File: src/rtl/upc_pkg.sv
// Shared types and constants for the checkout controller: FSM states and
// active-low seven-segment digit patterns (bit order g,f,e,d,c,b,a).
package upc_pkg;

    typedef enum logic [1:0] {
        IDLE  = 2'd0,
        SCAN  = 2'd1,
        ALARM = 2'd2,
        DONE  = 2'd3
    } state_t;

    localparam logic [6:0] SEG_0     = 7'b100_0000;
    localparam logic [6:0] SEG_1     = 7'b111_1001;
    localparam logic [6:0] SEG_2     = 7'b010_0100;
    localparam logic [6:0] SEG_3     = 7'b011_0000;
    localparam logic [6:0] SEG_4     = 7'b001_1001;
    localparam logic [6:0] SEG_5     = 7'b001_0010;
    localparam logic [6:0] SEG_6     = 7'b000_0010;
    localparam logic [6:0] SEG_7     = 7'b111_1000;
    localparam logic [6:0] SEG_8     = 7'b000_0000;
    localparam logic [6:0] SEG_9     = 7'b001_0000;
    localparam logic [6:0] SEG_A     = 7'b000_1000;
    localparam logic [6:0] SEG_B     = 7'b000_0011;
    localparam logic [6:0] SEG_C     = 7'b100_0110;
    localparam logic [6:0] SEG_D     = 7'b010_0001;
    localparam logic [6:0] SEG_E     = 7'b000_0110;
    localparam logic [6:0] SEG_F     = 7'b000_1110;
    localparam logic [6:0] SEG_BLANK = 7'b111_1111;

endpackage

File: src/rtl/seg7_hex.sv
// Hex nibble to active-low seven-segment decoder (segment order g,f,e,d,c,b,a).
module seg7_hex
    import upc_pkg::*;
(
    input  logic [3:0] nibble,
    output logic [6:0] seg
);

    always_comb begin
        seg = SEG_BLANK;
        case (nibble)
            4'h0: seg = SEG_0;
            4'h1: seg = SEG_1;
            4'h2: seg = SEG_2;
            4'h3: seg = SEG_3;
            4'h4: seg = SEG_4;
            4'h5: seg = SEG_5;
            4'h6: seg = SEG_6;
            4'h7: seg = SEG_7;
            4'h8: seg = SEG_8;
            4'h9: seg = SEG_9;
            4'hA: seg = SEG_A;
            4'hB: seg = SEG_B;
            4'hC: seg = SEG_C;
            4'hD: seg = SEG_D;
            4'hE: seg = SEG_E;
            4'hF: seg = SEG_F;
            default: seg = SEG_BLANK;
        endcase
    end

endmodule

File: src/rtl/upc_checkout_ctrl.sv
// Checkout controller: classifies scanned UPC codes, counts items/discounts per sale,
// latches a theft alarm until acknowledged. Optional blinking alarm via ALARM_BLINK_EN.
module upc_checkout_ctrl
    import upc_pkg::*;
#(
    parameter int                    UPC_W     = 3,
    parameter int                    CNT_W     = 8,
    parameter logic [2**UPC_W-1:0]   DISC_MASK = 8'b0011_0001,
    parameter logic [2**UPC_W-1:0]   EXP_MASK  = 8'b1100_0000,
    parameter int                    BLINK_DIV = 25
) (
    input  logic             clk,
    input  logic             reset,
    input  logic             scan_valid,
    input  logic [UPC_W-1:0] upc,
    input  logic             marked,
    input  logic             close_sale,
    input  logic             alarm_ack,
    output logic             ready,
    output logic [CNT_W-1:0] item_cnt,
    output logic [CNT_W-1:0] disc_cnt,
    output logic             discount,
    output logic             alarm,
    output logic [6:0]       hex0,
    output logic [6:0]       hex1
);

    localparam logic [CNT_W-1:0] CNT_MAX = {CNT_W{1'b1}};

    state_t           state_q, state_d;
    logic [CNT_W-1:0] item_d, disc_d;
    logic             discount_d, alarm_d;
    logic             stolen, disc;

`ifdef ALARM_BLINK_EN
    localparam int BLINK_W = $clog2(BLINK_DIV) + 1;
    logic [BLINK_W-1:0] blink_cnt, blink_cnt_d;
`endif

    function automatic logic [CNT_W-1:0] sat_inc(input logic [CNT_W-1:0] v);
        return (v == CNT_MAX) ? v : v + CNT_W'(1);
    endfunction

    assign stolen = EXP_MASK[upc] & ~marked;
    assign disc   = DISC_MASK[upc];
    assign ready  = (state_q != ALARM);

    // A stolen scan always diverts to ALARM without touching the counts;
    // in SCAN that also drops a simultaneous close_sale.
    always_comb begin
        state_d    = state_q;
        item_d     = item_cnt;
        disc_d     = disc_cnt;
        discount_d = discount;
        case (state_q)
            IDLE, DONE: begin
                if (scan_valid) begin
                    if (stolen) begin
                        state_d = ALARM;
                    end else begin
                        item_d     = CNT_W'(1);
                        disc_d     = disc ? CNT_W'(1) : '0;
                        discount_d = disc;
                        state_d    = SCAN;
                    end
                end
            end
            SCAN: begin
                if (scan_valid && stolen) begin
                    state_d = ALARM;
                end else begin
                    if (scan_valid) begin
                        item_d     = sat_inc(item_cnt);
                        disc_d     = disc ? sat_inc(disc_cnt) : disc_cnt;
                        discount_d = disc;
                    end
                    if (close_sale)
                        state_d = DONE;
                end
            end
            ALARM: begin
                if (alarm_ack)
                    state_d = SCAN;
            end
            default: state_d = IDLE;
        endcase
    end

`ifdef ALARM_BLINK_EN
    // Alarm starts high on entry, then toggles each time the divider wraps.
    always_comb begin
        alarm_d     = 1'b0;
        blink_cnt_d = '0;
        if (state_d == ALARM) begin
            if (state_q != ALARM) begin
                alarm_d = 1'b1;
            end else if (blink_cnt == BLINK_W'(BLINK_DIV - 1)) begin
                alarm_d = ~alarm;
            end else begin
                alarm_d     = alarm;
                blink_cnt_d = blink_cnt + BLINK_W'(1);
            end
        end
    end
`else
    always_comb begin
        alarm_d = (state_d == ALARM);
    end
`endif

    always_ff @(posedge clk) begin
        if (reset) begin
            state_q  <= IDLE;
            item_cnt <= '0;
            disc_cnt <= '0;
            discount <= 1'b0;
            alarm    <= 1'b0;
`ifdef ALARM_BLINK_EN
            blink_cnt <= '0;
`endif
        end else begin
            state_q  <= state_d;
            item_cnt <= item_d;
            disc_cnt <= disc_d;
            discount <= discount_d;
            alarm    <= alarm_d;
`ifdef ALARM_BLINK_EN
            blink_cnt <= blink_cnt_d;
`endif
        end
    end

    seg7_hex u_hex0 (
        .nibble (item_cnt[3:0]),
        .seg    (hex0)
    );

    seg7_hex u_hex1 (
        .nibble (item_cnt[7:4]),
        .seg    (hex1)
    );

endmodule
File: config.mk
export PLATFORM = sky130hd
export DESIGN_NAME = upc_checkout_ctrl
export DESIGN_NICKNAME = d
export VERILOG_FILES = /design/src/rtl/upc_pkg.sv /design/src/rtl/seg7_hex.sv /design/src/rtl/upc_checkout_ctrl.sv
export SDC_FILE = /design/constraint.sdc
export NUM_CORES = 1
export LEC_CHECK = 0
export ABC_CLOCK_PERIOD_IN_PS = 2800
export BUFFER_PORTS_ARGS = -buffer_cell sky130_fd_sc_hd__buf_2
export CAP_MARGIN = 20
export CELL_PAD_IN_SITES_DETAIL_PLACEMENT = 0
export CELL_PAD_IN_SITES_GLOBAL_PLACEMENT = 1
export CORE_AREA = 3 3 70 72
export DETAILED_ROUTE_END_ITERATION = 10
export DIE_AREA = 0 0 73 75
export GPL_ROUTABILITY_DRIVEN = 0
export PLACE_DENSITY_LB_ADDON = 0.1
export SKIP_CTS_REPAIR_TIMING = 1
export SLEW_MARGIN = 25
export SYNTH_ARGS = -nofsm -noshare
export SYNTH_HDL_FRONTEND = slang
export SYNTH_HIERARCHICAL = 1
export SYNTH_SLANG_ARGS = --single-unit
File: constraint.sdc
create_clock -name clk -period 2.8 [get_ports clk]
set_clock_uncertainty 0.05 [all_clocks]
set_input_delay 0.56 -clock clk [delete_from_list [all_inputs] [get_ports clk]]
set_output_delay 0.56 -clock clk [all_outputs]
set_load 0.05 [all_outputs]
After elaboration in Yosys (flattened, before gate mapping)
Memory sizes are Yosys's and may differ from the RTL's. A register that Yosys moved wholly into a read port is not among the register bits. Index checks and enable logic that the tools add are counted.

Shift operators: 0. $lt $le $gt $ge: 1. Mux-type cells: 31. $add $sub $neg: 2. Equal/unequal tests: 14. Reduce and logical (&&, ||, !) cells: 7. Multiply operators: 0. Bitwise gates (word level): 2. Divide/modulo/power cells: 0.

Operator list (number): 8-bit 2-to-1 mux (11); 8-bit one-hot mux with 2 select lines (2); 8-bit by 1-bit adder with 8-bit output (second input constant) (2); 8-bit equality test (second input constant) (2); 4-bit 2-to-1 mux (4); 2-bit != test (second input constant) (8); 2-bit 2-to-1 mux (5); 1-bit 2-to-1 mux (7); 7-bit AND reduction (1); 2-bit equality test (second input constant) (3); 2-bit one-hot mux with 3 select lines (1); 6-bit AND reduction (1); 5-bit AND reduction (1); 3-bit by 4-bit < comparator with 1-bit output (second input constant) (1); 2-bit by 1-bit equality test with 1-bit output (second input constant) (1); 2-bit logical NOT (1); 1-bit one-hot mux with 2 select lines (1); 2-bit nonzero test (1); 2-bit OR reduction (1); 1-bit AND (1); 1-bit logical AND (1); 1-bit NOT (1).

ROM bits: 240. Output and inout bits: 33. Memories: 4. Latch bits: 0. Bits in registers: 20. RAM bits: 0. Input port bits: 9. Word-level logic and storage cells: 66.

Memories: (name not given) (words 16, bits a word 7, rd ports 1, clocked after memory_dff 1, write ports 0, line seg7_hex.sv:11) `case (nibble)`; (name not given) (words 16, bits a word 7, rd ports 1, clocked after memory_dff 1, write ports 0, line seg7_hex.sv:11); (name not given) (words 8, bits a word 1, rd ports 1, clocked after memory_dff 0, write ports 0, line upc_checkout_ctrl.sv:45) `assign disc = DISC_MASK[upc];`; (name not given) (words 8, bits a word 1, rd ports 1, clocked after memory_dff 0, write ports 0, line upc_checkout_ctrl.sv:44) `assign stolen = EXP_MASK[upc] & ~marked;`.

Logic depth before layout (Yosys ltp)
Depth in word-level cells: 8. Gate-level depth with buffers: 7. Mapped depth without buffers: 6.

Modules after synthesis
Netlist, hierarchy kept.

By module, submodules not included: upc_checkout_ctrl (cells each 149, instances 1, sequential area each 400.4 um^2, area an instance 1262.5 um^2); seg7_hex (cells each 32, instances 2, sequential area each 0.0 um^2, area an instance 275.3 um^2).

Worst setup path after synthesis
Ideal clock, no wire load.

Kind: register to output. From: register item_cnt[4] (netlist name). To: output hex1[0]. Path slack: -0.101 ns. Cell stages (with the launch flop): 4. Data required time: 2.190 ns. Arrival time: 2.291 ns. Cell sequence: dfxtp_1 ha_1 mux2i_1 o21ai_0.

RTL lines: to (decl) (line upc_checkout_ctrl.sv:25) `output logic [6:0] hex1`.

==> run summary <==
Category of the worst setup path capture point = primary output
Unrepaired setup endpoints after global routing = false
Setup slack of the worst register-to-register path = 0.70 ns
Power density over the cells = 431 nW/um^2
Estimated wirelength of the detail-placed design = 3200 microns
CTS Buffer Depth = 2
# nets final = 282
Post-layout power = 0.914 mW
Die W = 73 microns
Mean cell area of the mapped netlist = 8.51 sq um
Clock transition at the registers of the reported paths = 0.08 ns
Clock network latency to the later pin of the worst-skew pair = 0.26 ns
Share of synthesized registers carrying an async set or reset = 0
Post-synthesis cell area = 1810 sq um
Total of endpoints with negative setup slack in the final report = 0
Crit start category = flop
Layout cell share with drive strength beyond 1 = 0.252
Number of filler instances in the final layout = 431
Met3 usage in global routing = 0.0227
Number of instances in the synthesized netlist = 213
FP Rows = 24
First-pass GRT wire length = 7460 microns
Aggregate routed wire length = 4390 microns
Cell Count, Final, Fillers Out = 306
Clk sinks = 20
Clock root cell = sky130_fd_sc_hd__clkbuf_8
Pre-Repair DR Iteration Count = 4
All-layer global routing usage = 0.168
Gr ovfl total = 0
Hold crit path type = reg -> reg
Maximum fanout count along the critical path = 10
Total via count after detailed routing = 1747
Max Fclk = 0.383 GHz
Layout-stage area growth over the synthesis result = 16.9%
Setup TNS = 0 ns
Floorplan die height = 75 microns
R2R cell count = 6
Detail-routed net length per standard cell = 14.4 microns
Number of enable-type register cells in the synthesized netlist = 0
Initial antenna violation count = 0
Top FF cell, synth = sky130_fd_sc_hd__dfxtp_1
Number of H-tree levels = 1
Sequential-to-total area share from yosys stat = 0.221
Vias in the first global route = 1571
VDD IR-drop max = 0.205 mV
Final core utilization = 0.487
Max-slew violation total from the final report = 0
Leak = 0.892 nW
Final critical-path required period = 2.61 ns
# diodes = 0
Count of max-cap constraint violations = 0
Number of DRC markers after the initial detailed-route iteration = 168
Floorplan core area = 4350 sq um
TritonCTS Buffers = 3
Vias per std cell = 5.71
Top Usage Layer GRT = met2
Endpoint arrival time on the critical path = 2.00 ns
Die outline area = 5480 sq um
Data required time at the worst endpoint = 2.19 ns
PortBufs = 41
Synthesis-stage register bit count = 20
Fraction of the cycle the final worst path needs = 0.932
Count of placed standard cells including taps = 302
Number of distinct standard cells referenced by the synthesized netlist = 59
Met1 track utilization from global routing = 0.241
Run status = complete, no violations
Yosys synthesis warning count = 6
Residual DRC = 0
Pin count of the biggest net entering global routing = 23
Post-synthesis net count = 240
Max_slew headroom = 0.549
Setup Crit Path Kind = reg -> out
Final hold violations = 0
DRT antenna net count = 0
Initial standard-cell utilization of the core = 0.416
Clock tree from TritonCTS = done
Met2 track demand over resource in global routing = 0.261
Hold-critical path depth = 2
Number of primary I/O pins = 42
Slew at the pin with the worst max-slew slack = 0.676 ns
## state kept, by name, summed over array words and instances, names as in the netlist
signal and cells:
discount 1, state_q 2, disc_cnt 8, item_cnt 8, alarm 1
## critical path: stages, from the launching register on
cell                      delay (ns)
sky130_fd_sc_hd__dfxtp_1        0.52
sky130_fd_sc_hd__inv_1          0.17
sky130_fd_sc_hd__ha_1           0.31
sky130_fd_sc_hd__inv_1          0.05
sky130_fd_sc_hd__mux4_1         0.46
sky130_fd_sc_hd__buf_2          0.22
## routing by layer
layer / up-vias / routed length, microns
met5: - / 0
met4: 0 / 31
met3: 4 / 172
met2: 40 / 1980
met1: 825 / 2210
li1: 878 / -
## power breakdown
| part | internal (mW) | switching, mW |
|---|---|---|
| clock | 0.125 | 0.102 |
| sequential | 0.300 | 0.0150 |
| combinational | 0.122 | 0.250 |
| total | 0.548 | 0.367 |
## path summary, 6_finish.rpt
kind,endpoint,from
max reg2reg,disc_cnt[6],state_q[0]
min,discount,discount
max,hex1[3],item_cnt[5]
min reg2reg,discount,discount
## per-stage QoR
stage                     hold WS (ns)  setup WS (ns)  area, sq um
after floorplan                  0.537         0.0235         1810
after global placement           0.405          0.530         2060
after detailed placement         0.399          0.492         2060
after CTS                        0.419          0.189         2120
after global routing             0.476         0.0508         2120
final                            0.421          0.190         2120
## cell usage in the layout, fill, tap and decap left out, types with 6 or more instances in the layout
cell type	n
sky130_fd_sc_hd__inv_1	14
sky130_fd_sc_hd__dfxtp_1	20
sky130_fd_sc_hd__a21oi_1	8
sky130_fd_sc_hd__o21ai_0	6
sky130_fd_sc_hd__nand2b_1	8
sky130_fd_sc_hd__ha_1	18
sky130_fd_sc_hd__nand2_1	14
sky130_fd_sc_hd__mux2i_1	9
sky130_fd_sc_hd__nor2_1	16
sky130_fd_sc_hd__a22o_1	6
sky130_fd_sc_hd__nand3_1	8
sky130_fd_sc_hd__buf_4	6
sky130_fd_sc_hd__buf_2	41
## cells in the mapped netlist, types with 3 or more instances
master | n | share of area
sky130_fd_sc_hd__o31ai_1 | 3 | 0.012
sky130_fd_sc_hd__nand2_1 | 14 | 0.029
sky130_fd_sc_hd__clkbuf_1 | 3 | 0.0062
sky130_fd_sc_hd__o21ai_0 | 10 | 0.028
sky130_fd_sc_hd__or3_1 | 3 | 0.010
sky130_fd_sc_hd__mux2i_1 | 9 | 0.050
sky130_fd_sc_hd__dfxtp_1 | 20 | 0.22
sky130_fd_sc_hd__buf_2 | 3 | 0.0083
sky130_fd_sc_hd__a32o_1 | 3 | 0.017
sky130_fd_sc_hd__ha_1 | 18 | 0.12
sky130_fd_sc_hd__o2111ai_1 | 3 | 0.014
sky130_fd_sc_hd__nor2_1 | 16 | 0.033
sky130_fd_sc_hd__nand3_1 | 8 | 0.022
sky130_fd_sc_hd__inv_1 | 14 | 0.029
sky130_fd_sc_hd__nor2b_1 | 4 | 0.014
sky130_fd_sc_hd__o32ai_1 | 3 | 0.014
sky130_fd_sc_hd__nand2b_1 | 8 | 0.028
sky130_fd_sc_hd__a211oi_1 | 3 | 0.012
sky130_fd_sc_hd__a22o_1 | 6 | 0.029
sky130_fd_sc_hd__a21oi_1 | 8 | 0.022
sky130_fd_sc_hd__a31oi_1 | 4 | 0.014
## cell type report
| class | instances | area [sq um] | area share |
|---|---|---|---|
| Tap cell | 52 | 65.1 | 0.0307 |
| Timing Repair Buffer | 47 | 250 | 0.118 |
| Multi-Input combinational cell | 169 | 1300 | 0.612 |
| Clock buffer | 4 | 55.1 | 0.0260 |
| Inverter | 14 | 52.6 | 0.0248 |
| Sequential cell | 20 | 400 | 0.189 |
## cells by family (layout without fill, tap and decap cells)
logic type               after synthesis  count (layout)  synth area share
AND/OR/NAND/NOR                       79              79             0.251
adder cells (fa/ha/maj)               18              18             0.124
flip-flops                            20              20             0.221
buffers and inverters                 24              65            0.0642
AO/OA/AOI/OAI                         59              59             0.249
multiplexers                          13              13            0.0911
No activity file was read; power rests on OpenSTA's default activity.
